===== src/rtl/seg_scan_reader_if.sv =====
// Pin-side bundle of the 7-segment scan reader: sampled display lines in,
// recovered frame value and status out.
interface seg_scan_reader_if #(
  parameter int DIGITS = 4
);
  logic [7:0]          seg_in;
  logic [DIGITS-1:0]   dig_in;
  logic [4*DIGITS-1:0] value;
  logic [DIGITS-1:0]   dp_out;
  logic                valid;
  logic                err;

  modport master (
    output seg_in, dig_in,
    input  value, dp_out, valid, err
  );

  modport slave (
    input  seg_in, dig_in,
    output value, dp_out, valid, err
  );
endinterface


===== src/rtl/seg_scan_reader.sv =====
// Recovers the hex value shown on a multiplexed active-low 7-segment display
// and publishes one value per completed scan frame.
module seg_scan_reader #(
  parameter int DIGITS        = 4,
  parameter int STABLE_CYCLES = 4
) (
  input  logic             clk,
  input  logic             rst_n,
  seg_scan_reader_if.slave bus
);

  localparam int         SW       = 8 + DIGITS;
  localparam logic [7:0] STABLE_C = 8'(STABLE_CYCLES);

  typedef enum logic [0:0] {
    SETTLE = 1'b0,
    HOLD   = 1'b1
  } state_e;

  // Returns {recognised, nibble}; unknown patterns decode to nibble 0.
  function automatic logic [4:0] seg_decode(input logic [6:0] seg);
    case (seg)
      7'h40:   seg_decode = {1'b1, 4'h0};
      7'h79:   seg_decode = {1'b1, 4'h1};
      7'h24:   seg_decode = {1'b1, 4'h2};
      7'h30:   seg_decode = {1'b1, 4'h3};
      7'h19:   seg_decode = {1'b1, 4'h4};
      7'h12:   seg_decode = {1'b1, 4'h5};
      7'h02:   seg_decode = {1'b1, 4'h6};
      7'h78:   seg_decode = {1'b1, 4'h7};
      7'h00:   seg_decode = {1'b1, 4'h8};
      7'h10:   seg_decode = {1'b1, 4'h9};
      7'h08:   seg_decode = {1'b1, 4'hA};
      7'h03:   seg_decode = {1'b1, 4'hB};
      7'h46:   seg_decode = {1'b1, 4'hC};
      7'h21:   seg_decode = {1'b1, 4'hD};
      7'h06:   seg_decode = {1'b1, 4'hE};
      7'h0E:   seg_decode = {1'b1, 4'hF};
      default: seg_decode = {1'b0, 4'h0};
    endcase
  endfunction

  logic [SW-1:0]       sync1_q, sync2_q;
  logic [7:0]          cnt_q, cnt_d;
  state_e              state_q, state_d;
  logic [DIGITS-1:0]   mask_q, mask_d;
  logic                frame_err_q, frame_err_d;
  logic [4*DIGITS-1:0] shadow_nib_q, shadow_nib_d;
  logic [DIGITS-1:0]   shadow_dp_q, shadow_dp_d;
  logic [4*DIGITS-1:0] value_q, value_d;
  logic [DIGITS-1:0]   dp_q, dp_d;
  logic                valid_q, valid_d;
  logic                err_q, err_d;

  logic [7:0]          seg_s;
  logic [DIGITS-1:0]   sel_s;
  logic [DIGITS-1:0]   cap_mask_s;
  logic [4:0]          dec_s;
  logic                s_chg_s, stable_s, one_sel_s, capture_s, publish_s;

  always_ff @(posedge clk or negedge rst_n) begin
    if (!rst_n) begin
      sync1_q <= '0;
      sync2_q <= '0;
      cnt_q   <= 8'd0;
    end else begin
      sync1_q <= {bus.seg_in, bus.dig_in};
      sync2_q <= sync1_q;
      cnt_q   <= cnt_d;
    end
  end

  // sync1_q is what S becomes on the next edge, so a mismatch marks a change of S there.
  always_comb begin
    seg_s   = sync2_q[SW-1:DIGITS];
    sel_s   = ~sync2_q[DIGITS-1:0];
    s_chg_s = (sync1_q != sync2_q);
    if (s_chg_s) begin
      cnt_d = 8'd1;
    end else if (cnt_q < STABLE_C) begin
      cnt_d = cnt_q + 8'd1;
    end else begin
      cnt_d = cnt_q;
    end
    stable_s  = (cnt_d == STABLE_C) && (cnt_q != STABLE_C);
    one_sel_s = (sel_s != '0) && ((sel_s & (sel_s - DIGITS'(1))) == '0);
  end

  always_ff @(posedge clk or negedge rst_n) begin
    if (!rst_n) begin
      state_q <= SETTLE;
    end else begin
      state_q <= state_d;
    end
  end

  always_comb begin
    state_d = state_q;
    case (state_q)
      SETTLE: begin
        if (stable_s && one_sel_s) state_d = HOLD;
        else                       state_d = SETTLE;
      end
      HOLD: begin
        if (s_chg_s) state_d = SETTLE;
        else         state_d = HOLD;
      end
      default: state_d = SETTLE;
    endcase
  end

  always_comb begin
    capture_s = 1'b0;
    case (state_q)
      SETTLE:  capture_s = stable_s && one_sel_s;
      HOLD:    capture_s = 1'b0;
      default: capture_s = 1'b0;
    endcase
  end

  // A capture on the publish edge lands in the freshly cleared frame.
  always_comb begin
    dec_s        = seg_decode(seg_s[6:0]);
    publish_s    = &mask_q;
    cap_mask_s   = capture_s ? sel_s : '0;
    mask_d       = (publish_s ? '0 : mask_q) | cap_mask_s;
    frame_err_d  = (publish_s ? 1'b0 : frame_err_q) | (capture_s & ~dec_s[4]);
    shadow_nib_d = shadow_nib_q;
    shadow_dp_d  = shadow_dp_q;
    for (int i = 0; i < DIGITS; i++) begin
      shadow_nib_d[4*i +: 4] = cap_mask_s[i] ? dec_s[3:0] : shadow_nib_q[4*i +: 4];
      shadow_dp_d[i]         = cap_mask_s[i] ? ~seg_s[7] : shadow_dp_q[i];
    end
    value_d = publish_s ? shadow_nib_q : value_q;
    dp_d    = publish_s ? shadow_dp_q : dp_q;
    err_d   = publish_s ? frame_err_q : err_q;
    valid_d = publish_s;
  end

  always_ff @(posedge clk or negedge rst_n) begin
    if (!rst_n) begin
      mask_q       <= '0;
      frame_err_q  <= 1'b0;
      shadow_nib_q <= '0;
      shadow_dp_q  <= '0;
      value_q      <= '0;
      dp_q         <= '0;
      valid_q      <= 1'b0;
      err_q        <= 1'b0;
    end else begin
      mask_q       <= mask_d;
      frame_err_q  <= frame_err_d;
      shadow_nib_q <= shadow_nib_d;
      shadow_dp_q  <= shadow_dp_d;
      value_q      <= value_d;
      dp_q         <= dp_d;
      valid_q      <= valid_d;
      err_q        <= err_d;
    end
  end

  assign bus.value  = value_q;
  assign bus.dp_out = dp_q;
  assign bus.valid  = valid_q;
  assign bus.err    = err_q;

endmodule


===== src/flat_wrapper.sv =====
// flat-port wrapper written by rule: the top's interface ports become plain ports
module seg_scan_reader_flat 
#(
  parameter int DIGITS        = 4,
  parameter int STABLE_CYCLES = 4
)
  (clk, rst_n, bus_seg_in, bus_dig_in, bus_value, bus_dp_out, bus_valid, bus_err);
  seg_scan_reader_if #(.DIGITS(DIGITS)) bus_i ();
  input  logic clk;
  input  logic rst_n;
  input wire logic [$bits(bus_i.seg_in)-1:0] bus_seg_in;
  input wire logic [$bits(bus_i.dig_in)-1:0] bus_dig_in;
  output wire logic [$bits(bus_i.value)-1:0] bus_value;
  output wire logic [$bits(bus_i.dp_out)-1:0] bus_dp_out;
  output wire logic [$bits(bus_i.valid)-1:0] bus_valid;
  output wire logic [$bits(bus_i.err)-1:0] bus_err;
  assign bus_i.seg_in = bus_seg_in;
  assign bus_i.dig_in = bus_dig_in;
  assign bus_value = bus_i.value;
  assign bus_dp_out = bus_i.dp_out;
  assign bus_valid = bus_i.valid;
  assign bus_err = bus_i.err;
  seg_scan_reader #(.DIGITS(DIGITS), .STABLE_CYCLES(STABLE_CYCLES)) u_core (.clk(clk), .rst_n(rst_n), .bus(bus_i));
endmodule

===== config.mk =====
export PLATFORM = sky130hd
export DESIGN_NAME = seg_scan_reader_flat
export DESIGN_NICKNAME = d
export VERILOG_FILES = /design/src/rtl/seg_scan_reader_if.sv /design/src/rtl/seg_scan_reader.sv /design/src/flat_wrapper.sv
export SDC_FILE = /design/constraint.sdc
export NUM_CORES = 1
export LEC_CHECK = 0
export CORE_MARGIN = 1
export CORE_UTILIZATION = 40
export DETAILED_ROUTE_END_ITERATION = 16
export MAX_ROUTING_LAYER = met4
export SLEW_MARGIN = 20
export SYNTH_ARGS = -nofsm -noshare
export SYNTH_HDL_FRONTEND = slang
export SYNTH_SLANG_ARGS = --single-unit

===== constraint.sdc =====
create_clock -name clk -period 2.5 [get_ports clk]
set_input_delay 0.25 -clock clk [delete_from_list [all_inputs] [get_ports clk]]
set_output_delay 0.25 -clock clk [all_outputs]
set_load 0.02 [all_outputs]

==> metrics.cfg, run 1 <==
[yosys]
yosysSeqAreaShare_pct = 60.29
yosys.area_share.adder_pct = 0.7536
synth_compound_area_share_pct = 5.690
avgSynthCellArea_um2 = 11.49
synth-edff-count = 0
synthXorXnorAreaFrac_pct = 3.956
synthSimpleGateAreaFrac_pct = 18.27
syn-cell-area_mm2 = 0.003321
synth_cell_type_count = 40
synth.top_cells.by_area = dfrtp_1 (60%), nand2_1 (7.1%), mux2_2 (5.8%)
syn_nets = 305
synthFlopType = dfrtp_1
synthMuxAreaShare_pct = 8.214
synth_commonest_cells = dfrtp_1 (80), nand2_1 (63), mux2_2 (17)
synthCells = 289
async_flop_share_pct = 100.0
synth_most_common_cell = dfrtp_1
synth_top_family_by_area = simple AND/OR/NAND/NOR gates
synth_top_cell_area_share_pct = 60.29
yosys.area.top_type = dfrtp_1
ys_warn_count = 0
yosys_register_bits = 80

[worst_setup_path]
rr_endpoint = u_core.shadow_nib_q[1]$_DFFE_PN0P_
setup.worst_path.class = reg2reg
endpoint_kind = flip-flop
reg2reg_slack_ps = 120
crit_arrival_ps = 2610
crit_path_start_kind = flip-flop
ff2ff_path_depth = 8
r2r_start = u_core.cnt_q[1]$_DFF_PN0_
path_max_fanout = 6
cp.required_ps = 2730

[timing]
tns_ps = 0
layout_setup_ws_ps = 116.0
holdWs_ps = 340.5
final.setup_skew_ps = 5.757
fin_crit_sh_pct = 95.36
fmax_mhz = 419.5
slew_headroom_pct = 64.94
maxSlewViolCount = 0
hold_viol_final = 0
rsz0062_at_grt = false
final.min_clock_period_ps = 2384
tightestPinTransition_ps = 526.0
final-setup-viol-count = 0

[grt]
first_global_vias = 2174
grt_pass1_wl_um = 10250
antenna_found_initial = 0
grt_max_degree = 42
grt.total_usage_pct = 15.91
grt_overflow_total = 0

[die]
pin_count = 36
initial_core_util_pct = 42.10
die_area_mm2 = 0.008670
rows = 32
die_x_um = 93.12
core_area_mm2 = 0.007888
die_y_um = 93.12

[detailed_routing]
drt-total-wl_um = 5947
drt_iter0_drc = 94
vias = 2235
wire_per_inst_um = 13.27
first_pass_iters = 5
via_per_inst = 4.989
antenna_left = 0
drcViolationCount = 0

[pwr]
vdd_drop_max_mv = 0.5462
p_leak_uw = 0.001983
power_density_mw_per_mm2 = 623.6

[layout]
nets = 359
drive_above_1_share_pct = 17.63
stdcell_area_mm2 = 0.004167
area_growth_pct = 25.47
final_core_util_pct = 52.82
diodes = 0

[clock_network]
cts_num_sinks = 80
cts_buffers = 9
clockRootBuffer = clkbuf_8
clkLatencyLatePin_ps = 340
cts_tree = done
htreeDepth = 3
clockBufferDepth = 2
path_clk_slew_ps = 70

[run]
max_cap_violations = 0

[placed_design]
port_buffers = 35
placedInstanceArea_mm2 = 0.003895
gp_congestion = 0.8435
dpl.hpwl_um = 4166
post-place-ws_ps = 92.56

[worst_hold_path]
hp-start = bus_seg_in[1]
hold_end = u_core.sync1_q[5]$_DFF_PN0_
hold_class = in2reg
whs_path_depth = 1

[run_status]
status = completed

registers in the layout, indices dropped and copies added (netlist names):
| register | cells |
|---|---|
| u_core.bus.dp_out | 4 |
| u_core.bus.err | 1 |
| u_core.bus.valid | 1 |
| u_core.bus.value | 16 |
| u_core.cnt_q | 8 |
| u_core.frame_err_q | 1 |
| u_core.mask_q | 4 |
| u_core.shadow_dp_q | 4 |
| u_core.shadow_nib_q | 16 |
| u_core.state_q | 1 |
| u_core.sync1_q | 12 |
| u_core.sync2_q | 12 |
final cells by class:
| class | count | area (um^2) |
|---|---|---|
| clock buffer | 11 | 151.4 |
| multi-input combinational | 186 | 1230 |
| timing repair buffer | 58 | 535.5 |
| fill | 704 | 3721 |
| sequential | 80 | 2002 |
| clock inverter | 3 | 90.09 |
| tap | 102 | 127.6 |
| inverter | 8 | 30.03 |
cells by family after synthesis:
| group | after synthesis |
|---|---|
| multiplexers | 25 |
| AND/OR/NAND/NOR | 117 |
| buffers and inverters | 23 |
| adder cells (fa/ha/maj) | 2 |
| XOR/XNOR | 15 |
| AO/OA/AOI/OAI | 27 |
| flip-flops | 80 |
worst max-delay path, cell delays in order (launching register included):
cell and delay [ps]:
dfrtp_1 390, inv_1 60, ha_1 170, o21ai_0 150
o2111ai_1 140, or4_1 480, buf_4 190, nor3b_4 330
mux2_2 380
cell usage in the layout, fill, tap and decap left out, types with 6 or more instances in the layout:
cell type,n
nor2_1,8
mux2i_1,7
dfrtp_1,80
xnor2_1,15
o21ai_0,6
clkbuf_8,11
buf_4,22
mux2_2,17
nand2_1,63
nor3_1,6
inv_1,7
clkdlybuf4s50_1,34
through the flow:
step | power, uW | instances
3_5_place_dp | 1494 | 431
4_1_cts | 2646 | 446
3_3_place_gp | 1490 | 431
2_1_floorplan | 1415 | 289
6_report | 2598 | 448
5_1_grt | 2701 | 448
power by group:
group | switching, uW | internal, uW
Sequential | 16.6 | 1310
Clock | 425 | 707
Combinational | 73.4 | 63.3
Total | 515 | 2080
routing by layer:
| metal | vias to the layer above | track usage, % | wire length (um) |
|---|---|---|---|
| met5 | - | - | 0 |
| met4 | 0 | 4.231 | 16 |
| met3 | 2 | 5.122 | 289 |
| met2 | 64 | 24.08 | 2789 |
| met1 | 1090 | 20.74 | 2851 |
| li1 | 1079 | - | - |
timing repair:
item                                   in CTS  in global routing
endpoints found under the hold margin      39                  0
gates resized for setup                     0                  1
buffers inserted                            0                  2
hold buffers                                1                  0
setup endpoints to repair                   0                 17
worst max path at each step:
stage                                    startpoint                                  end  cells after the start
after floorplan           u_core.cnt_q[0]$_DFF_PN0_  u_core.shadow_nib_q[12]$_DFFE_PN0P_                      8
after global routing      u_core.cnt_q[1]$_DFF_PN0_   u_core.shadow_nib_q[1]$_DFFE_PN0P_                      8
final                     u_core.cnt_q[1]$_DFF_PN0_   u_core.shadow_nib_q[1]$_DFFE_PN0P_                      8
after detailed placement  u_core.cnt_q[1]$_DFF_PN0_   u_core.shadow_nib_q[1]$_DFFE_PN0P_                      8
after global placement    u_core.cnt_q[1]$_DFF_PN0_   u_core.shadow_nib_q[1]$_DFFE_PN0P_                      8
after CTS                 u_core.cnt_q[1]$_DFF_PN0_   u_core.shadow_nib_q[1]$_DFFE_PN0P_                      8
(Power assumes the default switching activity.)
==> inputs of run 2 (changes only) <==
--- a/config.mk
+++ b/config.mk
@@ -5,6 +5,7 @@
 export SDC_FILE = /design/constraint.sdc
 export NUM_CORES = 1
 export LEC_CHECK = 0
+export ABC_AREA = 1
 export CORE_MARGIN = 1
 export CORE_UTILIZATION = 40
 export DETAILED_ROUTE_END_ITERATION = 16
==> run 2 against run 1 <==
Worst hold slack got worse by 7.6 ps. Synthesized area rose by 1.5%. Routed wire length rose by 3.1%. Highest routed layer unchanged.
==> metrics.cfg, run 2 <==
[die]
die_y_um = 93.82  ; was 93.12 um
rows = 33  ; was 32
core_area_mm2 = 0.008175  ; was 0.007888 mm^2
pin_count = 36  ; unchanged
die_x_um = 93.82  ; was 93.12 um
initial_core_util_pct = 41.25  ; was 42.10%
die_area_mm2 = 0.008801  ; was 0.008670 mm^2

[worst_setup_path]
crit_buf_inv = 0  ; was 2
crit_chain = xnor2_1 > nand2_1 > nor2_1 > nand2_4 > nor2_8 > nand2_2 > nor2_4 > nand3_1 > nand2_1  ; was inv_1 > ha_1 > o21ai_0 > o2111ai_1 > or4_1 > buf_4 > nor3b_4 > mux2_2
r2r_start = u_core.sync2_q[8]$_DFF_PN0_  ; was u_core.cnt_q[1]$_DFF_PN0_
crit_top_cell = nand2_1
cp_top_family = simple AND/OR/NAND/NOR gates  ; unchanged
endpoint_kind = flip-flop  ; unchanged
worstSetupStartpoint = u_core.sync2_q[8]$_DFF_PN0_  ; was u_core.cnt_q[1]$_DFF_PN0_
ff2ff_path_depth = 9  ; was 8
cp_slowest_stage_delay_ps = 440  ; was 480 ps
crit_path_start_kind = flip-flop  ; unchanged
cp.required_ps = 2780  ; was 2730 ps
path_depth = 9  ; was 8
setup.worst_path.class = reg2reg  ; unchanged
slowest_stage = dfrtp_1  ; was or4_1
path_max_fanout = 21  ; was 6
crit_arrival_ps = 2330  ; was 2610 ps

[grt]
grt_max_degree = 49  ; was 42
first_global_vias = 2355  ; was 2174
grt.total_usage_pct = 16.61  ; was 15.91%
grt_overflow_total = 0  ; unchanged
grt_pass1_wl_um = 10730  ; was 10250 um
antenna_found_initial = 0  ; unchanged

[yosys]
synthFlopType = dfrtp_1  ; unchanged
yosys.area.top_type = dfrtp_1  ; unchanged
async_flop_share_pct = 100.0  ; unchanged
synth_cell_type_count = 28  ; was 40
syn-cell-area_mm2 = 0.003372  ; was 0.003321 mm^2
synthCells = 343  ; was 289
yosys_register_bits = 80  ; unchanged
syn_nets = 359  ; was 305
synth_commonest_cells = nand2_1 (89), dfrtp_1 (80), inv_1 (34)  ; was dfrtp_1 (80), nand2_1 (63), mux2_2 (17)
avgSynthCellArea_um2 = 9.831  ; was 11.49 um^2
synth-edff-count = 0  ; unchanged
synth.top_cells.by_area = dfrtp_1 (59%), nand2_1 (9.9%), mux2_2 (5.0%)  ; was dfrtp_1 (60%), nand2_1 (7.1%), mux2_2 (5.8%)
ys_warn_count = 0  ; unchanged
synth_top_cell_area_share_pct = 59.37  ; was 60.29%
yosysSeqAreaShare_pct = 59.37  ; was 60.29%
synth_most_common_cell = nand2_1  ; was dfrtp_1

[placed_design]
gp_congestion = 0.9154  ; was 0.8435
port_buffers = 35  ; unchanged
post-place-ws_ps = 433.5  ; was 92.56 ps
dpl.hpwl_um = 4476  ; was 4166 um

[detailed_routing]
antenna_left = 0  ; unchanged
drcViolationCount = 0  ; unchanged
vias = 2352  ; was 2235
drt-total-wl_um = 6130  ; was 5947 um
wire_per_inst_um = 12.26  ; was 13.27 um
drt_iter0_drc = 50  ; was 94
via_per_inst = 4.704  ; was 4.989
first_pass_iters = 4  ; was 5

[timing]
tightestPinTransition_ps = 589.3  ; was 526.0 ps
fmax_mhz = 489.1  ; was 419.5 MHz
tns_ps = 0  ; unchanged
final.min_clock_period_ps = 2045  ; was 2384 ps
final.setup_skew_ps = 10.55  ; was 5.757 ps
slew_headroom_pct = 60.41  ; was 64.94%
holdWs_ps = 332.9  ; was 340.5 ps
maxSlewViolCount = 0  ; unchanged
layout_setup_ws_ps = 455.2  ; was 116.0 ps
fin_crit_sh_pct = 81.79  ; was 95.36%
rsz0062_at_grt = false  ; unchanged
hold_viol_final = 0  ; unchanged
final-setup-viol-count = 0  ; unchanged

[pwr]
switchingPower_uw = 559.5  ; was 514.7 uW
power.internal_uw = 1819  ; was 2084 uW
total_power_uw = 2379  ; was 2598 uW
vdd_drop_max_mv = 0.2879  ; was 0.5462 mV
combPwrFrac_pct = 4.7  ; was 5.3%
p_clk_share_pct = 39.3  ; was 43.6%
p_leak_uw = 0.002061  ; was 0.001983 uW
swShare_pct = 23.52  ; was 19.81%
sequentialPowerShare_pct = 56.0  ; was 51.2%
power_density_mw_per_mm2 = 586.5  ; was 623.6 mW/mm^2

[worst_hold_path]
hp-start = bus_dig_in[1]  ; was bus_seg_in[1]
hold_class = in2reg  ; unchanged
whs_path_depth = 1  ; unchanged

[clock_network]
cts_buffers = 9  ; unchanged
cts_num_sinks = 80  ; unchanged
clockBufferDepth = 2  ; unchanged
clkLatencyLatePin_ps = 350  ; was 340 ps
cts_tree = done  ; unchanged
htreeDepth = 3  ; unchanged
path_clk_slew_ps = 80  ; was 70 ps
clockRootBuffer = clkbuf_8  ; unchanged
post-cts-setup-buffer-count = 0  ; unchanged

[run_status]
status = completed  ; unchanged

[layout]
layout_common_cells = nand2_1 (89), dfrtp_1 (80), inv_1 (34), clkdlybuf4s50_1 (34), nand3_1 (32)  ; was dfrtp_1 (80), nand2_1 (63), clkdlybuf4s50_1 (34), buf_4 (22), mux2_2 (17)
final_common_cell = nand2_1  ; was dfrtp_1
diodes = 0  ; unchanged
nets = 406  ; was 359
final_core_util_pct = 49.62  ; was 52.82%
area_growth_pct = 20.30  ; was 25.47%
drive_above_1_share_pct = 12.41  ; was 17.63%

[run]
max_cap_violations = 0  ; unchanged

## run 2: metal layers
| metal | wire length (um) | up-vias | track usage [%] |
|---|---|---|---|
| met1 | 3051 | 1105 | 20.87 |
| li1 | - | 1194 | - |
| met5 | 0 | - | - |
| met2 | 2798 | 45 | 25.49 |
| met4 | 99 | 0 | 8.077 |
| met3 | 181 | 8 | 3.641 |
## run 2: logic make-up after synthesis
group | count (synthesis) | synth area share [%]
flops | 80 | 59.37
fa+ha+maj | 2 | 0.7420
buf+inv | 45 | 5.529
mux | 20 | 6.679
xor+xnor | 6 | 1.558
simple gates | 175 | 23.64
compound gates | 15 | 2.486
## run 2: repair_timing
item | 4_1_cts | 5_1_grt
hold endpoints to repair | 46 | 0
hold buffers | 1 | 0
resized for setup | 0 | 0
## run 2: stage by stage
step	cell area (um^2)	cells
after floorplan	3372	343
after global routing	4056	500
final	4056	500
after global placement	3849	483
after detailed placement	3849	483
after CTS	4056	500
## run 2: cell type report
type	instances	area, um^2
fill	779	4119
clock inverter	6	70.07
clock buffer	10	127.6
tap	105	131.4
inverter	41	153.9
timing repair buffer	40	387.9
multi-input combinational	218	1184
sequential	80	2002
## run 2: path summary, 6_finish.rpt
check	endpoint	slack (ps)
worst max-delay path	u_core.shadow_nib_q[0]$_DFFE_PN0P_	460
worst min-delay path	u_core.sync1_q[1]$_DFF_PN0_	330
worst max register to register	u_core.shadow_nib_q[0]$_DFFE_PN0P_	460
worst min register to register	u_core.sync2_q[7]$_DFF_PN0_	400
max in group asynchronous	u_core.sync1_q[2]$_DFF_PN0_	1400
min in group asynchronous	u_core.shadow_nib_q[10]$_DFFE_PN0P_	440
## run 2: power groups by stage
stage / clock, uW / combinational, uW / sequential (uW)
after floorplan: 0 / 53.7 / 1350
after global placement: 0 / 113 / 1360
after detailed placement: 0 / 114 / 1360
after CTS: 967 / 115 / 1330
after global routing: 1030 / 132 / 1340
final: 935 / 112 / 1330
==> inputs of run 3 (changes only) <==
==> constraint.sdc (replaced) <==
create_clock -name clk -period 1.9 [get_ports clk]
set_input_delay 0.19 -clock clk [delete_from_list [all_inputs] [get_ports clk]]
set_output_delay 0.19 -clock clk [all_outputs]
set_load 0.02 [all_outputs]
==> run 3 against run 2 <==
Combinational power increased by 71%. Sequential power increased by 32%. Routed wire length increased by 2.5%. Worst hold slack got worse by 69 ps. Die area unchanged.
==> metrics.cfg, run 3 (synthesis results as in run 2) <==
[pwr]
vdd_drop_max_mv = 0.4332  ; was 0.2879 mV
power.internal_uw = 2415  ; was 1819 uW
sequentialPowerShare_pct = 55.1  ; was 56.0%
switchingPower_uw = 756.3  ; was 559.5 uW
p_clk_share_pct = 38.8  ; was 39.3%
combPwrFrac_pct = 6.0  ; was 4.7%
power_density_mw_per_mm2 = 736.6  ; was 586.5 mW/mm^2
swShare_pct = 23.85  ; was 23.52%
p_leak_uw = 0.002169  ; was 0.002061 uW

[grt]
use_met2_pct = 24.03  ; was 25.49%
first_global_vias = 2304  ; was 2355
grt_overflow_total = 0  ; unchanged
busiest_layer = met2  ; unchanged
met1_usage_pct = 22.64  ; was 20.87%
grt_pass1_wl_um = 10900  ; was 10730 um
antenna_found_initial = 0  ; unchanged
grtUsageMet3_pct = 5.097  ; was 3.641%
grt_max_degree = 43  ; was 49
grt.total_usage_pct = 16.84  ; was 16.61%

[worst_setup_path]
cp_slowest_stage_delay_ps = 400  ; was 440 ps
endpoint_kind = flip-flop  ; unchanged
r2r_start = u_core.sync2_q[5]$_DFF_PN0_  ; was u_core.sync2_q[8]$_DFF_PN0_
rr_endpoint = u_core.shadow_nib_q[15]$_DFFE_PN0P_  ; was u_core.shadow_nib_q[0]$_DFFE_PN0P_
path_max_fanout = 21  ; unchanged
crit_arrival_ps = 2100  ; was 2330 ps
crit_chain = inv_2 > nand2_1 > nand2_1 > nor2_2 > nand2_2 > nor2_4 > buf_6 > nand2_8 > nor2_8 > nand2_2 > nor2_4 > buf_12 > nand3_1 > nand2_1  ; was xnor2_1 > nand2_1 > nor2_1 > nand2_4 > nor2_8 > nand2_2 > nor2_4 > nand3_1 > nand2_1
ff2ff_path_depth = 14  ; was 9
crit_top_cell = nand2_1  ; unchanged
crit_path_start_kind = flip-flop  ; unchanged
cp.required_ps = 2190  ; was 2780 ps
setup.worst_path.class = reg2reg  ; unchanged
reg2reg_slack_ps = 90  ; was 460 ps
slowest_stage = dfrtp_1  ; unchanged

[layout]
layout_common_cells = nand2_1 (88), dfrtp_1 (79), clkdlybuf4s50_1 (34), inv_1 (33), nand3_1 (30)  ; was nand2_1 (89), dfrtp_1 (80), inv_1 (34), clkdlybuf4s50_1 (34), nand3_1 (32)
drive_above_1_share_pct = 19.81  ; was 12.41%
seqCellArea_mm2 = 0.002003  ; was 0.002002 mm^2
diodes = 0  ; unchanged
area_growth_pct = 27.68  ; was 20.30%
fill_cells = 739  ; was 779
final_core_util_pct = 52.66  ; was 49.62%
multi_input_area_mm2 = 0.001225  ; was 0.001184 mm^2
final_common_cell = nand2_1  ; unchanged
final_cells = 524  ; was 500
nets = 430  ; was 406

[worst_hold_path]
hp-start = bus_dig_in[1]  ; unchanged
hold_class = in2reg  ; unchanged
hold_end = u_core.sync1_q[1]$_DFF_PN0_  ; unchanged
whs_path_depth = 1  ; unchanged

[timing]
final.min_clock_period_ps = 1808  ; was 2045 ps
fin_crit_sh_pct = 95.17  ; was 81.79%
final.setup_skew_ps = 5.139  ; was 10.55 ps
hold_viol_final = 0  ; unchanged
tightestPinTransition_ps = 537.4  ; was 589.3 ps
slew_headroom_pct = 64.18  ; was 60.41%
final-setup-viol-count = 0  ; unchanged
rsz0062_at_grt = true  ; was false
fmax_mhz = 553.0  ; was 489.1 MHz
maxSlewViolCount = 0  ; unchanged
tns_ps = 0  ; unchanged

[detailed_routing]
drt_iter0_drc = 129  ; was 50
drcViolationCount = 0  ; unchanged
first_pass_iters = 4  ; unchanged
antenna_left = 0  ; unchanged
wire_per_inst_um = 11.99  ; was 12.26 um
via_per_inst = 4.691  ; was 4.704
drt-total-wl_um = 6283  ; was 6130 um
vias = 2458  ; was 2352

[die]
pin_count = 36  ; unchanged
initial_core_util_pct = 41.25  ; unchanged
rows = 33  ; unchanged
die_area_mm2 = 0.008801  ; unchanged
die_x_um = 93.82  ; unchanged
die_y_um = 93.82  ; unchanged
core_area_mm2 = 0.008175  ; unchanged

[clock_network]
cts_tree = done  ; unchanged
clockRootBuffer = clkbuf_8  ; unchanged
path_clk_slew_ps = 80  ; about the same
htreeDepth = 3  ; unchanged
clockBufferDepth = 2  ; unchanged
clkLatencyLatePin_ps = 360  ; was 350 ps
cts_num_sinks = 80  ; unchanged
cts_buffers = 9  ; unchanged

[placed_design]
dpl.cell_count = 500  ; was 483
port_buffers = 35  ; unchanged
gp_congestion = 0.8295  ; was 0.9154
dpl.hpwl_um = 4497  ; was 4476 um

[run_status]
status = completed  ; unchanged

[run]
max_cap_violations = 0  ; unchanged

-- run 3: worst max-delay path, delay by kind of cell, from the launching register on --
| family | cells | cell delay, ps |
|---|---|---|
| buf+inv | 3 | 330 |
| flops | 1 | 400 |
| simple gates | 11 | 1030 |
-- run 3: power by group through the flow --
stage	clock, uW	sequential, uW	combinational (uW)
floorplan	0	1780	70.6
global placement	0	1780	177
detailed placement	0	1780	179
CTS	1270	1750	181
global route	1360	1750	220
finish	1230	1750	191
-- run 3: worst max path at each step --
| stage | from | end | slack (ps) |
|---|---|---|---|
| 6_report | u_core.sync2_q[5]$_DFF_PN0_ | u_core.shadow_nib_q[15]$_DFFE_PN0P_ | 90 |
| 5_1_grt | u_core.sync2_q[5]$_DFF_PN0_ | u_core.shadow_nib_q[9]$_DFFE_PN0P_ | -90 |
| 4_1_cts | u_core.cnt_q[0]$_DFF_PN0_ | u_core.shadow_nib_q[8]$_DFFE_PN0P_ | 10 |
| 3_5_place_dp | u_core.cnt_q[0]$_DFF_PN0_ | u_core.shadow_nib_q[0]$_DFFE_PN0P_ | -10 |
| 3_3_place_gp | u_core.sync2_q[6]$_DFF_PN0_ | u_core.shadow_nib_q[0]$_DFFE_PN0P_ | 40 |
| 2_1_floorplan | u_core.sync2_q[9]$_DFF_PN0_ | u_core.shadow_nib_q[0]$_DFFE_PN0P_ | 240 |
-- run 3: what timing repair did --
item	in CTS	in global routing
setup endpoints to repair	5	25
pin swaps	1	10
buffers inserted	1	6
gates resized for setup	0	13
hold endpoints to repair	38	0
hold buffers	1	0
-- run 3: final cells by class --
| type | count | area share (%) |
|---|---|---|
| clock buffers | 9 | 2.877 |
| flip-flops and latches | 80 | 46.53 |
| multi-input cells | 218 | 28.45 |
| repair buffers | 64 | 13.86 |
| well taps | 105 | 3.051 |
| clock inverters | 7 | 1.656 |
| inverters | 41 | 3.575 |
-- run 3: stage by stage --
stage / total power (uW) / hold WS, ps / setup slack (ps) / instance area (um^2)
6_report: 3171 / 264.0 / 91.68 / 4305
5_1_grt: 3334 / 246.8 / -85.07 / 4305
4_1_cts: 3200 / 254.4 / 11.75 / 4214
3_5_place_dp: 1963 / 219.4 / -12.87 / 4001
3_3_place_gp: 1959 / 210.7 / 44.03 / 4001
2_1_floorplan: 1852 / -105.6 / 244.9 / 3372
-- run 3: layer usage --
metal	up-vias	routed length, um	part of all wire [%]
li1	1239	-	-
met1	1152	3024	48
met2	60	2876	46
met3	7	302	4.8
met4	0	79	1.3
met5	-	0	0
